===== src/rtl/pc_seq_pkg.sv =====
// ---------------------------------------------------------------------------
// pc_seq_pkg
//   Shared definitions for the program-counter sequencer:
//   - op_t / OP_* : one operation per cycle, chosen by decode_op()
//   - clog2()     : pointer width helper for the return-address stack
//   - decode_op() : fixed priority stall > ret > call > enable > pc_increment
// ---------------------------------------------------------------------------
package pc_seq_pkg;

  typedef logic [2:0] op_t;

  localparam op_t OP_HOLD = 3'd0;
  localparam op_t OP_INC  = 3'd1;
  localparam op_t OP_LOAD = 3'd2;
  localparam op_t OP_CALL = 3'd3;
  localparam op_t OP_RET  = 3'd4;
  localparam op_t OP_SWAP = 3'd5;  // call and ret together: replace top entry

  function automatic int clog2(input int value);
    int w;
    w = 0;
    for (int i = 0; i < 31; i++) begin
      if ((1 << i) < value) w = i + 1;
    end
    return w;
  endfunction

  // Without a stack, call degrades to a plain load and ret is invisible,
  // so the next-lower input in the priority chain takes effect.
  function automatic op_t decode_op(input logic ras_en, input logic stall,
                                    input logic ret, input logic call,
                                    input logic enable, input logic inc);
    op_t op;
    op = OP_HOLD;
    if (stall)                      op = OP_HOLD;
    else if (ras_en && ret && call) op = OP_SWAP;
    else if (ras_en && ret)         op = OP_RET;
    else if (call)                  op = ras_en ? OP_CALL : OP_LOAD;
    else if (enable)                op = OP_LOAD;
    else if (inc)                   op = OP_INC;
    return op;
  endfunction

endpackage


===== src/rtl/pc_sequencer_if.sv =====
// ---------------------------------------------------------------------------
// pc_sequencer_if
//   Control/bus side of the PC sequencer.
//   master (control unit): drives stall, pc_increment, enable, call, ret,
//                          pc_in; observes pc_out, pc_next and RAS flags.
//   slave  (sequencer)   : the reverse.
// ---------------------------------------------------------------------------
interface pc_sequencer_if #(parameter int WIDTH = 32);

  logic             stall;
  logic             pc_increment;
  logic             enable;
  logic             call;
  logic             ret;
  logic [WIDTH-1:0] pc_in;
  logic [WIDTH-1:0] pc_out;
  logic [WIDTH-1:0] pc_next;
  logic [WIDTH-1:0] ras_top;
  logic             ras_empty;
  logic             ras_full;
  logic             ras_err;

  modport master (
    output stall, pc_increment, enable, call, ret, pc_in,
    input  pc_out, pc_next, ras_top, ras_empty, ras_full, ras_err
  );

  modport slave (
    input  stall, pc_increment, enable, call, ret, pc_in,
    output pc_out, pc_next, ras_top, ras_empty, ras_full, ras_err
  );

endinterface


===== src/rtl/ras_stack.sv =====
// ---------------------------------------------------------------------------
// ras_stack
//   Circular return-address stack.
//   Ports: clk, clr (sync active-high), push, pop, swap, din (WIDTH),
//          top (0 when empty), empty, full, err (sticky over/underflow).
//   ptr addresses the next free slot; once full, that slot is the oldest
//   entry, so a push on a full stack overwrites it with no extra logic.
//   push/pop/swap are expected to be mutually exclusive (one op per cycle).
// ---------------------------------------------------------------------------
module ras_stack
  import pc_seq_pkg::*;
#(
  parameter int WIDTH     = 32,
  parameter int RAS_DEPTH = 4
) (
  input  logic             clk,
  input  logic             clr,
  input  logic             push,
  input  logic             pop,
  input  logic             swap,
  input  logic [WIDTH-1:0] din,
  output logic [WIDTH-1:0] top,
  output logic             empty,
  output logic             full,
  output logic             err
);

  localparam int PTR_W = clog2(RAS_DEPTH);
  localparam int CNT_W = PTR_W + 1;

  logic [WIDTH-1:0] mem [RAS_DEPTH];
  logic [PTR_W-1:0] ptr_reg;
  logic [CNT_W-1:0] count_reg;
  logic             err_reg;
  logic [PTR_W-1:0] top_idx;
  logic [PTR_W-1:0] wr_addr;
  logic             wr_en;

  assign top_idx = ptr_reg - PTR_W'(1);
  assign empty   = (count_reg == '0);
  assign full    = (count_reg == CNT_W'(RAS_DEPTH));
  assign err     = err_reg;
  assign top     = empty ? '0 : mem[top_idx];

  // A swap on an empty stack degenerates into a push at ptr.
  assign wr_en   = !clr && (push || swap);
  assign wr_addr = (swap && !empty) ? top_idx : ptr_reg;

  always_ff @(posedge clk) begin
    if (wr_en) mem[wr_addr] <= din;
  end

  always_ff @(posedge clk) begin
    if (clr) begin
      ptr_reg   <= '0;
      count_reg <= '0;
      err_reg   <= 1'b0;
    end else if (push) begin
      ptr_reg <= ptr_reg + PTR_W'(1);
      if (full) err_reg   <= 1'b1;
      else      count_reg <= count_reg + CNT_W'(1);
    end else if (pop) begin
      if (empty) begin
        err_reg <= 1'b1;
      end else begin
        ptr_reg   <= top_idx;
        count_reg <= count_reg - CNT_W'(1);
      end
    end else if (swap && empty) begin
      ptr_reg   <= ptr_reg + PTR_W'(1);
      count_reg <= count_reg + CNT_W'(1);
    end
  end

endmodule


===== src/rtl/pc_sequencer.sv =====
// ---------------------------------------------------------------------------
// pc_sequencer
//   Program-counter register with increment, absolute load, stall and
//   (optionally) call/return through a circular return-address stack.
//   Ports: clk, clr (sync active-high reset),
//          bus (pc_sequencer_if.slave): controls in, pc_out/pc_next/RAS out.
//   Build option: define PC_SEQ_RAS_EN to include the return-address stack.
//   Without it call acts as a load, ret is ignored and the RAS flags are
//   tied to their empty/no-error values.
// ---------------------------------------------------------------------------
module pc_sequencer
  import pc_seq_pkg::*;
#(
  parameter int               WIDTH     = 32,
  parameter logic [WIDTH-1:0] INC       = 1,
  parameter logic [WIDTH-1:0] RESET_PC  = 0,
  parameter int               RAS_DEPTH = 4
) (
  input  logic           clk,
  input  logic           clr,
  pc_sequencer_if.slave  bus
);

`ifdef PC_SEQ_RAS_EN
  localparam logic RAS_EN = 1'b1;
`else
  localparam logic RAS_EN = 1'b0;
`endif

  logic [WIDTH-1:0] pc_reg;
  logic [WIDTH-1:0] pc_next;
  logic [WIDTH-1:0] ras_top;
  logic             ras_empty;
  logic             ras_full;
  logic             ras_err;
  op_t              op;

  assign pc_next = pc_reg + INC;
  assign op      = decode_op(RAS_EN, bus.stall, bus.ret, bus.call,
                             bus.enable, bus.pc_increment);

  always_ff @(posedge clk) begin
    if (clr) begin
      pc_reg <= RESET_PC;
    end else begin
      case (op)
        OP_INC:                    pc_reg <= pc_next;
        OP_LOAD, OP_CALL, OP_SWAP: pc_reg <= bus.pc_in;
        // Underflowing ret falls through as an increment.
        OP_RET:                    pc_reg <= ras_empty ? pc_next : ras_top;
        default:                   pc_reg <= pc_reg;
      endcase
    end
  end

`ifdef PC_SEQ_RAS_EN
  // The return address pushed on call (or swapped in) is always pc_next.
  ras_stack #(
    .WIDTH     (WIDTH),
    .RAS_DEPTH (RAS_DEPTH)
  ) u_ras (
    .clk   (clk),
    .clr   (clr),
    .push  (op == OP_CALL),
    .pop   (op == OP_RET),
    .swap  (op == OP_SWAP),
    .din   (pc_next),
    .top   (ras_top),
    .empty (ras_empty),
    .full  (ras_full),
    .err   (ras_err)
  );
`else
  assign ras_top   = '0;
  assign ras_empty = 1'b1;
  assign ras_full  = 1'b0;
  assign ras_err   = 1'b0;
`endif

  assign bus.pc_out    = pc_reg;
  assign bus.pc_next   = pc_next;
  assign bus.ras_top   = ras_top;
  assign bus.ras_empty = ras_empty;
  assign bus.ras_full  = ras_full;
  assign bus.ras_err   = ras_err;

endmodule

===== src/flat_wrapper.sv =====
// flat-port wrapper written by rule: the top's interface ports become plain ports
module pc_sequencer_flat import pc_seq_pkg::*;
#(
  parameter int               WIDTH     = 32,
  parameter logic [WIDTH-1:0] INC       = 1,
  parameter logic [WIDTH-1:0] RESET_PC  = 0,
  parameter int               RAS_DEPTH = 4
)
  (clk, clr, bus_stall, bus_pc_increment, bus_enable, bus_call, bus_ret, bus_pc_in, bus_pc_out, bus_pc_next, bus_ras_top, bus_ras_empty, bus_ras_full, bus_ras_err);
  pc_sequencer_if #(.WIDTH(WIDTH)) bus_i ();
  input  logic clk;
  input  logic clr;
  input wire logic [$bits(bus_i.stall)-1:0] bus_stall;
  input wire logic [$bits(bus_i.pc_increment)-1:0] bus_pc_increment;
  input wire logic [$bits(bus_i.enable)-1:0] bus_enable;
  input wire logic [$bits(bus_i.call)-1:0] bus_call;
  input wire logic [$bits(bus_i.ret)-1:0] bus_ret;
  input wire logic [$bits(bus_i.pc_in)-1:0] bus_pc_in;
  output wire logic [$bits(bus_i.pc_out)-1:0] bus_pc_out;
  output wire logic [$bits(bus_i.pc_next)-1:0] bus_pc_next;
  output wire logic [$bits(bus_i.ras_top)-1:0] bus_ras_top;
  output wire logic [$bits(bus_i.ras_empty)-1:0] bus_ras_empty;
  output wire logic [$bits(bus_i.ras_full)-1:0] bus_ras_full;
  output wire logic [$bits(bus_i.ras_err)-1:0] bus_ras_err;
  assign bus_i.stall = bus_stall;
  assign bus_i.pc_increment = bus_pc_increment;
  assign bus_i.enable = bus_enable;
  assign bus_i.call = bus_call;
  assign bus_i.ret = bus_ret;
  assign bus_i.pc_in = bus_pc_in;
  assign bus_pc_out = bus_i.pc_out;
  assign bus_pc_next = bus_i.pc_next;
  assign bus_ras_top = bus_i.ras_top;
  assign bus_ras_empty = bus_i.ras_empty;
  assign bus_ras_full = bus_i.ras_full;
  assign bus_ras_err = bus_i.ras_err;
  pc_sequencer #(.WIDTH(WIDTH), .INC(INC), .RESET_PC(RESET_PC), .RAS_DEPTH(RAS_DEPTH)) u_core (.clk(clk), .clr(clr), .bus(bus_i));
endmodule

===== config.mk =====
export PLATFORM = sky130hd
export DESIGN_NAME = pc_sequencer_flat
export DESIGN_NICKNAME = d
export VERILOG_FILES = /design/src/rtl/pc_seq_pkg.sv /design/src/rtl/pc_sequencer_if.sv /design/src/rtl/ras_stack.sv /design/src/rtl/pc_sequencer.sv /design/src/flat_wrapper.sv
export SDC_FILE = /design/constraint.sdc
export NUM_CORES = 1
export LEC_CHECK = 0
export CAP_MARGIN = 20
export CELL_PAD_IN_SITES_DETAIL_PLACEMENT = 0
export CELL_PAD_IN_SITES_GLOBAL_PLACEMENT = 2
export CORE_UTILIZATION = 21
export CTS_CLUSTER_SIZE = 16
export DETAILED_ROUTE_END_ITERATION = 10
export PLACE_DENSITY = 0.77
export SLEW_MARGIN = 25
export SYNTH_ARGS = -nofsm -noshare
export SYNTH_HDL_FRONTEND = slang
export SYNTH_SLANG_ARGS = --single-unit

===== constraint.sdc =====
create_clock -name clk -period 2.9 [get_ports clk]
set_clock_uncertainty 0.05 [all_clocks]
set_input_delay 0.435 -clock clk [delete_from_list [all_inputs] [get_ports clk]]
set_output_delay 0.435 -clock clk [all_outputs]
set_load 0.01 [all_outputs]

==> results.sh, run 1 <==
export IMPL_arrival_ns=2.31
export IMPL_critPathCaptureType="primary output"
export IMPL_gp_congestion=0.812
export IMPL_yosys_warnings=0
export IMPL_cp_required_ns=2.41
export IMPL_yosysSeqAreaShare=0.237
export IMPL_ys_async_sr_fraction=0
export IMPL_total_power_mw=1.56
export IMPL_rsz0062_at_grt="no"
export IMPL_crit_type="reg -> out"
export IMPL_diodes=0
export IMPL_chipHeight_microns=115
export IMPL_synthFlopType="dfxtp_1"
export IMPL_syn_to_final_growth_pct=54.5
export IMPL_vias_per_cell=4.62
export IMPL_cp_max_fo=6
export IMPL_hold_depth=2
export IMPL_avgSynthCellArea_sq_um=7.71
export IMPL_fmax_ghz=0.358
export IMPL_instances_no_fill=645
export IMPL_hold_violations=0
export IMPL_coreArea_sq_um=12600
export IMPL_finalCritPeriodShare=0.963
export IMPL_avgRoutedWirePerCell_microns=15.7
export IMPL_htreeDepth=2
export IMPL_cp_start_kind="flip-flop"
export IMPL_place_ws_ns=0.104
export IMPL_placed_area_sq_um=3950
export IMPL_firstDrtPassIters=4
export IMPL_dr_first_iter_drc_count=181
export IMPL_grt_pass1_wl_mm=15.7
export IMPL_yosys_top_cells_area="dfxtp_1, buf_4, xnor2_1, nor2_1, a211oi_1"
export IMPL_largest_register_ffs=32
export IMPL_synth_area_sq_um=2700
export IMPL_clock_sinks=32
export IMPL_leakage_nw=1.69
export IMPL_yosysMostFrequentCell="nor2_1"
export IMPL_die_area_sq_um=13300
export IMPL_p_per_area_nw_per_um2=375
export IMPL_fin_ws_ns=0.108
export IMPL_synth_top_cell_by_area="dfxtp_1"
export IMPL_cts_buffers=5
export IMPL_synth_edf_count=0
export IMPL_io_pins=138
export IMPL_hold_start="u_core.bus.pc_out[31]$_SDFFE_PP0P_"
export IMPL_clock_latency_ns=0.28
export IMPL_dp_hpwl_mm=7.62
export IMPL_remaining_drc_errors=0
export IMPL_grt_max_degree=24
export IMPL_initial_core_util=0.215
export IMPL_cpPeakStageDelay_ns=0.55
export IMPL_peakVddDrop_mv=0.166
export IMPL_finalSetupViolCount=0
export IMPL_nFillCells=1361
export IMPL_tightest_slew_ns=0.853
export IMPL_crit_chain="nand3_2 -> or3_4 -> nor3_4 -> nand2_1 -> xnor2_1 -> clkdlybuf4s50_1"
export IMPL_detail_route_wirelength_mm=10.2
export IMPL_maxCapViolations=0
export IMPL_clk_path_buf_depth=2
export IMPL_grt_usage=0.153
export IMPL_synth_distinct_cells=55
export IMPL_r2r_start="u_core.bus.pc_out[0]$_SDFFE_PP0P_"
export IMPL_antenna_found_initial=0
export IMPL_setup_tns_ns=0
export IMPL_globalRouteOverflowTotal=0
export IMPL_fin_area_sq_um=4170
export IMPL_status="finished clean"
export IMPL_cp_top_family="simple AND/OR/NAND/NOR gates"
export IMPL_r2r_cells=6
export IMPL_fp_dieW_microns=115
export IMPL_r2r_slack_ns=1.03
export IMPL_cp_buffers_inverters=1
export IMPL_synth_seq_cells=32
export IMPL_final_min_clock_period_ns=2.79
export IMPL_netlist_instances=350
export IMPL_worstHoldPathType="reg -> reg"
export IMPL_final_nets=513
export IMPL_ant_nets=0
export IMPL_cts_root_buffer="clkbuf_16"
export IMPL_critPathSlowestCell="clkdlybuf4s50_1"
export IMPL_vias=2979
export IMPL_hold_path_end="u_core.bus.pc_out[31]$_SDFFE_PP0P_"
export IMPL_synth_top_area_share=0.237
export IMPL_slew_violations=0
export IMPL_relSlewSlack=0.429
export IMPL_r2r_end="u_core.bus.pc_out[28]$_SDFFE_PP0P_"
export IMPL_clk_pin_slew_ns=0.05
export IMPL_layout_drive_gt1_share=0.180
export IMPL_port_buffers=101
export IMPL_grt_pass1_vias=2930
export IMPL_ys_top_cells_by_count="nor2_1, buf_4, dfxtp_1"
export IMPL_cts_tree="done"
export IMPL_dp_cells=638
export IMPL_rows=41
worst min-delay path, cell delays in order (launching register included):
cell,delay [ns]
dfxtp_1,0.33
o21ai_0,0.08
a31oi_1,0.08
cells in the final DEF (no fill, tap or decap), types with 8 or more instances in the layout:
master            n
xor2_1            8
a21oi_1          16
and3_1            8
nor3_1           10
nor2_1           42
nand2_1          17
nand4_1          12
conb_1           35
dfxtp_1          28
xnor2_1          20
a211oi_1         11
nand3_1          13
buf_4            42
o21ai_0          11
o22ai_1           8
clkdlybuf4s50_1  98
power by group:
| part | leakage, nW | internal [mW] | switching (mW) |
|---|---|---|---|
| clock | 0.0760 | 0.361 | 0.202 |
| sequential | 0.267 | 0.476 | 0.0384 |
| combinational | 1.35 | 0.260 | 0.227 |
worst max path at each step:
stage	from	end	slack [ns]	depth (start not counted)
after floorplan	u_core.bus.pc_out[0]$_SDFFE_PP0P_	bus_pc_next[28]	0.47	6
after global placement	u_core.bus.pc_out[15]$_SDFFE_PP0P_	bus_pc_next[28]	0.13	5
after detailed placement	u_core.bus.pc_out[15]$_SDFFE_PP0P_	bus_pc_next[31]	0.10	6
after CTS	u_core.bus.pc_out[15]$_SDFFE_PP0P_	bus_pc_next[31]	-0.006	6
after global routing	u_core.bus.pc_out[0]$_SDFFE_PP0P_	bus_pc_next[15]	0.005	6
final	u_core.bus.pc_out[15]$_SDFFE_PP0P_	bus_pc_next[27]	0.11	6
layer usage:
metal  vias up  global-route usage  part of all wire
li1       1451                   -                 -
met4         0              0.0442             0.015
met2       101               0.249              0.47
met3        13              0.0285             0.059
met5         -                   0                 0
met1      1414               0.206              0.46
layout make-up:
| cell class | count | area (sq um) | share of cell area |
|---|---|---|---|
| inverter | 6 | 22.5 | 0.00540 |
| tap | 172 | 215 | 0.0516 |
| sequential | 32 | 646 | 0.155 |
| clock buffer | 7 | 153 | 0.0366 |
| multi-input combinational | 285 | 1810 | 0.433 |
| timing repair buffer | 143 | 1330 | 0.319 |
through the flow:
step                utilization  hold slack, ns
floorplan                     -           0.502
CTS                       0.329           0.505
detailed placement        0.314           0.498
global placement          0.314           0.485
global route              0.332           0.536
finish                    0.332           0.497
repair_timing:
action | CTS | global route
setup endpoints to repair | 13 | 14
pin swaps | 0 | 3
gates resized for setup | 7 | 13
cloned | 0 | 0
buffers inserted | 0 | 0
hold buffers | 0 | 0
cell families (layout without fill, tap and decap cells):
group	count (synthesis)	after routing	share of synthesized area
AND/OR/NAND/NOR	138	138	0.283
other	2	35	0.00278
AO/OA/AOI/OAI	82	82	0.214
XOR/XNOR	29	29	0.0969
buffers and inverters	66	156	0.162
adder cells (fa/ha/maj)	1	1	0.00463
flip-flops	32	32	0.237
No activity file was read; power rests on OpenSTA's default activity.
==> run 2, diff against run 1 <==
ABC_AREA = 0   (was not set)
==> results of run 2 <==
Same layout as run 1: the final DEF is identical, and so are final timing and power.
==> run 3, diff against run 2 <==
--- a/config.mk
+++ b/config.mk
@@ -14,2 +14,3 @@
 export DETAILED_ROUTE_END_ITERATION = 10
+export HOLD_SLACK_MARGIN = 0.06
 export PLACE_DENSITY = 0.77
--- a/constraint.sdc
+++ b/constraint.sdc
@@ -4,2 +4,2 @@
 set_output_delay 0.435 -clock clk [all_outputs]
-set_load 0.01 [all_outputs]
+set_load 0.005 [all_outputs]
==> results.sh, run 3 (synthesis gave the netlist of run 1 again) <==
export IMPL_status="finished clean"
export IMPL_seqCellArea_sq_um=647
export IMPL_crit_type="reg -> out"
export IMPL_grt_max_degree=24
export IMPL_layout_drive_gt1_share=0.176
export IMPL_layout_cells_most_common_list="clkdlybuf4s50_1, nor2_1, buf_4, conb_1, dfxtp_1"
export IMPL_cts_tree="done"
export IMPL_dr_first_iter_drc_count=197
export IMPL_final_nets=512
export IMPL_finalSetupViolCount=0
export IMPL_place_ws_ns=0.116
export IMPL_grt_usage=0.155
export IMPL_arrival_ns=2.37
export IMPL_detail_route_wirelength_mm=10.2
export IMPL_hold_violations=0
export IMPL_p_per_area_nw_per_um2=355
export IMPL_grt_pass1_vias=2992
export IMPL_tightest_slew_ns=0.851
export IMPL_cp_max_fo=6
export IMPL_remaining_drc_errors=0
export IMPL_globalRouteOverflowTotal=0
export IMPL_vias=3019
export IMPL_leakage_nw=1.67
export IMPL_io_pins=138
export IMPL_slew_violations=0
export IMPL_port_buffers=101
export IMPL_peakVddDrop_mv=0.186
export IMPL_rows=41
export IMPL_clock_latency_ns=0.28
export IMPL_clk_path_buf_depth=2
export IMPL_die_area_sq_um=13300
export IMPL_cts_buffers=5
export IMPL_gp_congestion=0.811
export IMPL_final_util=0.329
export IMPL_fin_ws_ns=0.0465
export IMPL_avgRoutedWirePerCell_microns=15.9
export IMPL_fp_dieW_microns=115
export IMPL_instances_no_fill=644
export IMPL_grt_pass1_wl_mm=16.0
export IMPL_syn_to_final_growth_pct=53.3
export IMPL_coreArea_sq_um=12600
export IMPL_antenna_found_initial=0
export IMPL_clk_pin_slew_ns=0.05
export IMPL_cts_root_buffer="clkbuf_16"
export IMPL_chipHeight_microns=115
export IMPL_dp_cells=637
export IMPL_largest_register_ffs=32
export IMPL_vias_per_cell=4.69
export IMPL_htreeDepth=2
export IMPL_worstHoldPathType="reg -> reg"
export IMPL_final_min_clock_period_ns=2.85
export IMPL_cp_required_ns=2.41
export IMPL_diodes=0
export IMPL_initial_core_util=0.215
export IMPL_cp_start_kind="flip-flop"
export IMPL_relSlewSlack=0.431
export IMPL_critPathCaptureType="primary output"
export IMPL_finalCritPeriodShare=0.984
export IMPL_ant_nets=0
export IMPL_firstDrtPassIters=6
export IMPL_clock_sinks=32
export IMPL_maxCapViolations=0
export IMPL_multi_input_area_sq_um=1800
export IMPL_nFillCells=1352
export IMPL_rsz0062_at_grt="yes"
export IMPL_fmax_ghz=0.350
export IMPL_final_common_cell="clkdlybuf4s50_1"
export IMPL_dp_hpwl_mm=7.65
-- run 3: cell count changes in the layout (fill, tap and decap cells not counted), sizes merged --
cell / previous run / this run
buf: 42 / 41
clkbuf: 7 / 6
dlygate4sd2: 1 / 0
clkdlybuf4s50: 98 / 99
clkinv: 0 / 1
-- run 3: worst paths after layout --
path	start	end	slack, ns	cells after the start
worst max-delay path	u_core.bus.pc_out[0]$_SDFFE_PP0P_	bus_pc_next[26]	0.05	6
worst min register to register	u_core.bus.pc_out[31]$_SDFFE_PP0P_	u_core.bus.pc_out[31]$_SDFFE_PP0P_	0.50	2
worst min-delay path	u_core.bus.pc_out[31]$_SDFFE_PP0P_	u_core.bus.pc_out[31]$_SDFFE_PP0P_	0.50	2
worst max register to register	u_core.bus.pc_out[0]$_SDFFE_PP0P_	u_core.bus.pc_out[30]$_SDFFE_PP0P_	0.99	6
-- run 3: timing repair --
action                                  CTS  global route
gates cloned                              0             0
endpoints found under the setup margin   10            11
setup buffers                             0             0
hold buffers                              0             0
pin swaps                                 0             2
hold endpoints to repair                  0             0
resized for setup                         7            10
-- run 3: stage by stage --
| stage | TNS, ns | cell area, sq um | power (mW) | hold WS [ns] |
|---|---|---|---|---|
| 4_1_cts | -0.00160 | 4100 | 1.48 | 0.506 |
| 3_3_place_gp | 0 | 3940 | 0.961 | 0.484 |
| 3_5_place_dp | 0 | 3940 | 0.966 | 0.499 |
| 5_1_grt | -0.104 | 4140 | 1.54 | 0.527 |
| 2_1_floorplan | 0 | 2820 | 0.735 | 0.475 |
| 6_report | 0 | 4140 | 1.47 | 0.500 |
-- run 3: worst max-delay path, stage by stage (launching register included) --
cell	delay (ns)
dfxtp_1	0.34
ha_1	0.18
nand3_1	0.11
or3_4	0.47
nor4_4	0.28
xor2_2	0.19
clkdlybuf4s50_1	0.53
-- run 3: area by class of cell --
class | count | area share
repair buffers | 142 | 0.320
clock inverters | 1 | 0.00121
flip-flops and latches | 32 | 0.156
inverters | 6 | 0.00544
clock buffers | 6 | 0.0311
well taps | 172 | 0.0520
multi-input cells | 285 | 0.434
-- run 3: report_power, final --
group	internal, mW	switching [mW]
registers	0.476	0.0416
clock network	0.312	0.199
logic	0.256	0.186
-- run 3: layer usage --
layer,vias to the layer above,GRT usage,share of wire
li1,1442,-,-
met1,1441,0.205,0.45
met2,123,0.254,0.47
met3,13,0.0300,0.065
met4,0,0.0468,0.016
met5,-,0,0
